[src/rtl/apb_uart_regs.sv]
// APB register block for a UART: TX/RX FIFO access, baud divisor, interrupt enables and
// sticky error flags. RXDATA reads insert one wait state while the RX FIFO is popped.
module apb_uart_regs #(
  parameter logic [10:0] BAUD_RESET = 11'd650
) (
  input  logic        clk,
  input  logic        reset,
  input  logic        PSEL,
  input  logic        PENABLE,
  input  logic        PWRITE,
  input  logic [7:0]  PADDR,
  input  logic [31:0] PWDATA,
  output logic [31:0] PRDATA,
  output logic        PREADY,
  output logic        PSLVERR,
  output logic [10:0] baud_final_value,
  output logic [7:0]  tx_fifo_dataIn,
  output logic        tx_fifo_writeEn,
  input  logic        tx_fifo_Full,
  output logic        rx_fifo_readEn,
  input  logic        rx_fifo_Empty,
  input  logic [7:0]  rx_fifo_dataOut,
  output logic        irq
);

  localparam logic [5:0] A_TXDATA = 6'd0;
  localparam logic [5:0] A_RXDATA = 6'd1;
  localparam logic [5:0] A_STATUS = 6'd2;
  localparam logic [5:0] A_BAUD   = 6'd3;
  localparam logic [5:0] A_IER    = 6'd4;

  typedef enum logic [1:0] {
    ST_IDLE = 2'd0,
    ST_POP  = 2'd1,
    ST_DONE = 2'd2
  } state_t;

  state_t      state_r;
  state_t      state_nxt_s;
  logic [10:0] baud_r;
  logic [1:0]  ier_r;
  logic        tx_ovf_r;
  logic        rx_udf_r;
  logic        tx_we_r;
  logic [7:0]  tx_data_r;
  logic        irq_r;

  logic [5:0]  word_s;
  logic        setup_s;
  logic        access_s;
  logic [31:0] prdata_s;
  logic        pslverr_s;
  logic        push_s;
  logic        tx_ovf_set_s;
  logic        rx_udf_set_s;
  logic        tx_ovf_clr_s;
  logic        rx_udf_clr_s;
  logic        baud_we_s;
  logic        ier_we_s;
  logic        unused_s;

  assign word_s   = PADDR[7:2];
  assign setup_s  = PSEL & ~PENABLE;
  // Zero-wait accesses are only decoded in IDLE; the RXDATA pop path owns POP/DONE.
  assign access_s = PSEL & PENABLE & ~reset & (state_r == ST_IDLE);
  assign unused_s = &{1'b0, PADDR[1:0], PWDATA[31:11]};

  // Next-state logic: only a setup-phase RXDATA read with data available leaves IDLE.
  always_comb begin
    state_nxt_s = state_r;
    case (state_r)
      ST_IDLE: begin
        if (setup_s && !PWRITE && (word_s == A_RXDATA) && !rx_fifo_Empty) begin
          state_nxt_s = ST_POP;
        end else begin
          state_nxt_s = ST_IDLE;
        end
      end
      ST_POP:  state_nxt_s = ST_DONE;
      ST_DONE: state_nxt_s = ST_IDLE;
      default: state_nxt_s = ST_IDLE;
    endcase
  end

  // Register decode: read mux, error response and write/flag side effects.
  always_comb begin
    prdata_s     = 32'd0;
    pslverr_s    = 1'b0;
    push_s       = 1'b0;
    tx_ovf_set_s = 1'b0;
    rx_udf_set_s = 1'b0;
    tx_ovf_clr_s = 1'b0;
    rx_udf_clr_s = 1'b0;
    baud_we_s    = 1'b0;
    ier_we_s     = 1'b0;
    if (access_s && PWRITE) begin
      case (word_s)
        A_TXDATA: begin
          if (tx_fifo_Full) begin
            pslverr_s    = 1'b1;
            tx_ovf_set_s = 1'b1;
          end else begin
            push_s = 1'b1;
          end
        end
        A_STATUS: begin
          tx_ovf_clr_s = PWDATA[2];
          rx_udf_clr_s = PWDATA[3];
        end
        A_BAUD:  baud_we_s = 1'b1;
        A_IER:   ier_we_s  = 1'b1;
        default: pslverr_s = 1'b1;
      endcase
    end else if (access_s) begin
      case (word_s)
        A_TXDATA: prdata_s = 32'd0;
        A_RXDATA: begin
          // Reaching here in IDLE means the FIFO was empty at setup: underflow.
          pslverr_s    = 1'b1;
          rx_udf_set_s = 1'b1;
        end
        A_STATUS: prdata_s = {28'd0, rx_udf_r, tx_ovf_r, rx_fifo_Empty, tx_fifo_Full};
        A_BAUD:   prdata_s = {21'd0, baud_r};
        A_IER:    prdata_s = {30'd0, ier_r};
        default:  pslverr_s = 1'b1;
      endcase
    end else if ((state_r == ST_DONE) && PSEL && PENABLE) begin
      prdata_s = {24'd0, rx_fifo_dataOut};
    end else begin
      prdata_s = 32'd0;
    end
  end

  // State, configuration, sticky flags, push strobe and interrupt registers.
  always_ff @(posedge clk or posedge reset) begin
    if (reset) begin
      state_r   <= ST_IDLE;
      baud_r    <= BAUD_RESET;
      ier_r     <= 2'd0;
      tx_ovf_r  <= 1'b0;
      rx_udf_r  <= 1'b0;
      tx_we_r   <= 1'b0;
      tx_data_r <= 8'd0;
      irq_r     <= 1'b0;
    end else begin
      state_r  <= state_nxt_s;
      tx_we_r  <= push_s;
      tx_ovf_r <= tx_ovf_set_s | (tx_ovf_r & ~tx_ovf_clr_s);
      rx_udf_r <= rx_udf_set_s | (rx_udf_r & ~rx_udf_clr_s);
      irq_r    <= (ier_r[0] & ~rx_fifo_Empty) | (ier_r[1] & ~tx_fifo_Full) | tx_ovf_r | rx_udf_r;
      if (push_s) begin
        tx_data_r <= PWDATA[7:0];
      end else begin
        tx_data_r <= tx_data_r;
      end
      if (baud_we_s) begin
        baud_r <= PWDATA[10:0];
      end else begin
        baud_r <= baud_r;
      end
      if (ier_we_s) begin
        ier_r <= PWDATA[1:0];
      end else begin
        ier_r <= ier_r;
      end
    end
  end

  assign PRDATA           = prdata_s;
  assign PSLVERR          = pslverr_s;
  assign PREADY           = (state_r != ST_POP);
  assign rx_fifo_readEn   = (state_r == ST_POP);
  assign tx_fifo_writeEn  = tx_we_r;
  assign tx_fifo_dataIn   = tx_data_r;
  assign baud_final_value = baud_r;
  assign irq              = irq_r;

endmodule

[config.mk]
export PLATFORM = sky130hd
export DESIGN_NAME = apb_uart_regs
export DESIGN_NICKNAME = d
export VERILOG_FILES = /design/src/rtl/apb_uart_regs.sv
export SDC_FILE = /design/constraint.sdc
export NUM_CORES = 1
export LEC_CHECK = 0
export CORE_ASPECT_RATIO = 0.7
export CORE_MARGIN = 1.5
export CORE_UTILIZATION = 38
export CTS_BUF_LIST = sky130_fd_sc_hd__clkbuf_4 sky130_fd_sc_hd__clkbuf_8
export DETAILED_ROUTE_END_ITERATION = 8
export PLACE_DENSITY = 0.93
export SLEW_MARGIN = 20
export SYNTH_ARGS = -nofsm -noshare
export SYNTH_HDL_FRONTEND = slang
export SYNTH_SLANG_ARGS = --single-unit
[constraint.sdc]
create_clock -name clk -period 3 [get_ports clk]
set_clock_uncertainty 0.05 [all_clocks]
set_input_delay 0.45 -clock clk [delete_from_list [all_inputs] [get_ports clk]]
set_output_delay 0.45 -clock clk [all_outputs]
set_load 0.1 [all_outputs]
**After elaboration in Yosys (flattened, before gate mapping)**

Cells that the tools add are included.

- Register bits after elaboration: 27
- Bits in latches: 0
- Memory bits (writable): 0
- ROM bits: 0
- Input bits: 55
- Output and inout bits: 56
- Word-level logic and storage cells: 73
- Memories kept: 0

- Add/sub/neg operators: 0
- $mul: 0
- Divide/modulo/power cells: 0
- $lt $le $gt $ge: 0
- Eq/ne operators: 7
- Shift-type cells: 0
- Multiplexer cells: 27
- Bitwise operators: 19
- Reduce and logical (&&, ||, !) cells: 12

Operators by type and width:

| operator | count |
|---|---|
| two-way mux 32 bit | 2 |
| case mux 11 bit (3 select lines) | 1 |
| two-way mux 1 bit | 21 |
| == test 6 x 2 -> 1 bit, second input constant | 2 |
| AND 1 bit | 8 |
| two-way mux 8 bit | 1 |
| == test 6 x 1 -> 1 bit, second input constant | 1 |
| == test 6 x 3 -> 1 bit, second input constant | 1 |
| logical AND 1 bit | 6 |
| zero test 6 bit | 1 |
| NOT 1 bit | 6 |
| bitwise OR 1 bit | 5 |
| case mux 2 bit (2 select lines) | 1 |
| OR reduction 4 bit | 1 |
| OR reduction 3 bit | 1 |
| == test 2 x 1 -> 1 bit, second input constant | 1 |
| == test 2 bit, second input constant | 1 |
| zero test 1 bit | 2 |
| zero test 2 bit | 1 |
| inequality test 2 x 1 -> 1 bit, second input constant | 1 |
| case mux 1 bit (2 select lines) | 1 |

**Logic depth before layout (Yosys ltp)**

- Depth in word-level cells: 8
- Depth in mapped cells: 6
- Depth with buffers taken out: 4

**Worst setup path before layout**

No wires, ideal clock.

- Kind: input to output
- Start: input PADDR[5]
- End: output PRDATA[2]
- Arrival time: 3.364 ns
- Data required time: 2.500 ns
- Slack: -0.864 ns
- Stages on the path: 5
- Path buffers: 1
- Cell sequence: or3_1 > buf_2 > nor2_1 > nand2_1 > o21ai_0

- Longest elaborated chain between the ends: 4
- Elaborated cells between the ends (all ways): 6
- Classes of those cells: eq/ne: 3; mux: 3

Ends and longest elaborated chain:

| element | line | source |
|---|---|---|
| start, declared | 11 | `input logic [7:0] PADDR,` |
| == test 6 x 3 -> 1 bit or == test 6 x 2 -> 1 bit (tied branches) | 115 | `case (word_s)` |
| case mux 11 bit (3 select lines) * | 115 |  |
| two-way mux 32 bit * | 114 | `end else if (access_s) begin` |
| two-way mux 32 bit * | 96 | `if (access_s && PWRITE) begin` |
| end, declared | 13 | `output logic [31:0] PRDATA,` |

Mark *: on every way between the ends. The rest lies on a longest branch, timed or not.

**Final worst setup path**

- Start: input PENABLE
- End: output PRDATA[6]

- Longest elaborated chain between the ends: 5
- Elaborated cells between the ends (all ways): 8
- Classes of those cells: mux: 3; bitwise: 3; reduce/logical: 2

Ends and longest elaborated chain:

| element | line | source |
|---|---|---|
| start, declared | 9 | `input logic PENABLE,` |
| AND 1 bit (3 in a row) | 65 | `assign access_s = PSEL & PENABLE & ~reset & (state_r == ST_IDLE);` |
| two-way mux 32 bit or logical AND 1 bit (tied branches) | 114, 96 |  |
| two-way mux 32 bit * | 96 |  |

Marks and branches as above.

==> flow_summary.json <==
{
  "outcome": "complete, no violations",
  "crit_fanout": 7,
  "required_ps": 2500,
  "critPathArrivalTime_ps": 2320,
  "clkTransAtPathRegs_ps": 90,
  "die_x_um": 78.4,
  "htreeDepth": 1,
  "num_rows": 18,
  "worst-path-buf-inv": 2,
  "rsz0062_at_grt": "no",
  "path_class": "in2out",
  "ant_nets": 0,
  "critPathMaxStageDelay_ps": 490,
  "track_usage_pct": 18.1,
  "grt_overflow": 0,
  "ir_drop_v": 0.000268,
  "yosysUniqueCellTypes": 33,
  "cts_hold_buf": 0,
  "max_freq_ghz": 0.354,
  "grt_start_max_net_pins": 21,
  "ys.warnings.count": 0,
  "hold_viol": 0,
  "post-route-util_pct": 63.2,
  "worst_slew_pin_slew_ps": 731,
  "drive_gt1_share_pct": 37.9,
  "routed_via_density": 4.80,
  "cap_viol_max_count": 0,
  "io_pins": 111,
  "maxSlewViolCount": 0,
  "cts.sink_count": 27,
  "hp-class": "reg2reg",
  "cts_root_buf": "clkbuf_8",
  "cp_cell_sequence": "clkdlybuf4s50_1 > nand3b_1 > nor3_1 > and4b_1 > a22o_1 > buf_12",
  "crit_path_end_kind": "primary output",
  "syn_to_final_growth_pct": 53.5,
  "leakage_uw": 0.00110,
  "synth_seq_cells": 27,
  "period_share_pct": 94.1,
  "dpl-instance-area_sq_mm": 0.00227,
  "post_cts_buffers": 0,
  "die-area_sq_mm": 0.00437,
  "r2r_setup_slack_ps": 910,
  "postLayoutCellArea_sq_mm": 0.00232,
  "syn-cell-area_sq_mm": 0.00151,
  "dieHeight_um": 55.8,
  "wl_per_cell_um": 14.5,
  "cts_tree": "yes",
  "syn_inst": 141,
  "async_flop_share_pct": 100,
  "drt_iter0_drc": 89,
  "insertion_delay_ps": 270,
  "io_buffers": 66,
  "hold_ws_ps": 471,
  "core_sq_mm": 0.00367,
  "power.density_mw_per_mm2": 373,
  "nets": 270,
  "antenna_found_initial": 0,
  "final_cell_mix": "31 x clkdlybuf4s50_1, 31 x buf_4, 24 x mux2_2",
  "initial_utilization_pct": 41.2,
  "ys.flop_type": "dfrtp_1",
  "firstDrtPassIters": 5,
  "cp-start-kind": "input pin",
  "grt_pass1_wl_um": 6180,
  "finalSetupViolations": 0,
  "crit_family": "simple AND/OR/NAND/NOR gates",
  "place.gp.congestion": 0.857,
  "min_period_ps": 2820,
  "grt_pass1_vias": 1239,
  "drt_wl_total_um": 3820,
  "critPathSlowestCell": "clkdlybuf4s50_1",
  "route.vias.total": 1266,
  "relSlewSlack_pct": 51.2,
  "ys_seq_area_share_pct": 45.0,
  "cts_buffer_depth": 2,
  "cts_resized": 0,
  "postSynthAreaPerCell_sq_um": 10.7,
  "route.detailed.drc": 0,
  "n_antenna_cell": 0,
  "synth_edf_count": 0,
  "cts_buffers": 3,
  "dp_hpwl_um": 3090
}
## worst reg2reg max path: stages, from the launching register on
cell and delay [ps]:
dfrtp_1 400, nand3b_1 210, or4_1 610, nor3_4 150
buf_4 210, mux2_2 360
## final cells by class
cell class,count,area [sq um]
Tap cell,50,62.6
Sequential cell,27,681
Fill cell,332,1350
Inverter,8,30.0
Timing Repair Buffer,74,783
Multi-Input combinational cell,101,714
Clock buffer,4,48.8
## cells in the mapped netlist (all sizes together) (2+ instances only)
cell | count | area share (%)
a21oi | 6 | 2.0
nand2 | 10 | 2.5
nor2 | 4 | 0.99
inv | 8 | 2.0
nand2b | 3 | 1.2
clkbuf | 2 | 0.50
and2 | 3 | 1.2
a22o | 4 | 2.3
nor3 | 5 | 2.4
buf | 23 | 11
dfstp | 4 | 7.0
mux2 | 24 | 18
o21ai | 3 | 0.99
a22oi | 2 | 0.99
dfrtp | 23 | 38
or3 | 3 | 1.6
## cell families (layout without fill, tap and decap cells)
kind of cell           count (synthesis)  after routing  share of synthesized area [%]
AND/OR/NAND/NOR                       37             37                           14.5
multiplexers                          25             25                           18.5
buffers and inverters                 33             86                           13.6
other                                  1             21                          0.248
flip-flops                            27             27                           45.0
AO/OA/AOI/OAI                         18             18                           8.11
## metal layers
metal / routed length [um] / global-route usage, %
met5: 0 / 0
met4: 21 / 3.06
met3: 366 / 6.23
met2: 1810 / 29.8
met1: 1620 / 23.5
## per-stage QoR
stage | instances | setup TNS [ps] | power (uW) | setup slack (ps)
after detailed placement | 260 | 0 | 659 | 173
after global routing | 264 | 0 | 903 | 8.23
after floorplan | 161 | -113 | 605 | -113
final | 264 | 0 | 866 | 176
after global placement | 260 | 0 | 655 | 209
after CTS | 264 | 0 | 876 | 162
## final timing paths
check / start / cells after the start / end
min in group asynchronous: reset / 2 / state_r[1]
min: tx_fifo_dataIn[5] / 1 / tx_fifo_dataIn[5]
max in group asynchronous: reset / 3 / baud_final_value[1]
min reg2reg: tx_fifo_dataIn[5] / 1 / tx_fifo_dataIn[5]
max reg2reg: state_r[0] / 5 / tx_fifo_dataIn[4]
max: PENABLE / 6 / PRDATA[6]
## sequential cells by signal (all words and copies together) (netlist names)
register / flops
tx_fifo_dataIn: 8
tx_ovf_r: 1
rx_udf_r: 1
irq: 1
tx_fifo_writeEn: 1
ier_r: 2
state_r: 2
baud_final_value: 11
## power by group
part | switching [uW] | internal (uW) | total [uW]
Combinational | 208 | 65.3 | 274
Sequential | 5.61 | 373 | 378
Clock | 110 | 104 | 215
Total | 324 | 542 | 866
Power figures use the tool's default switching activity.
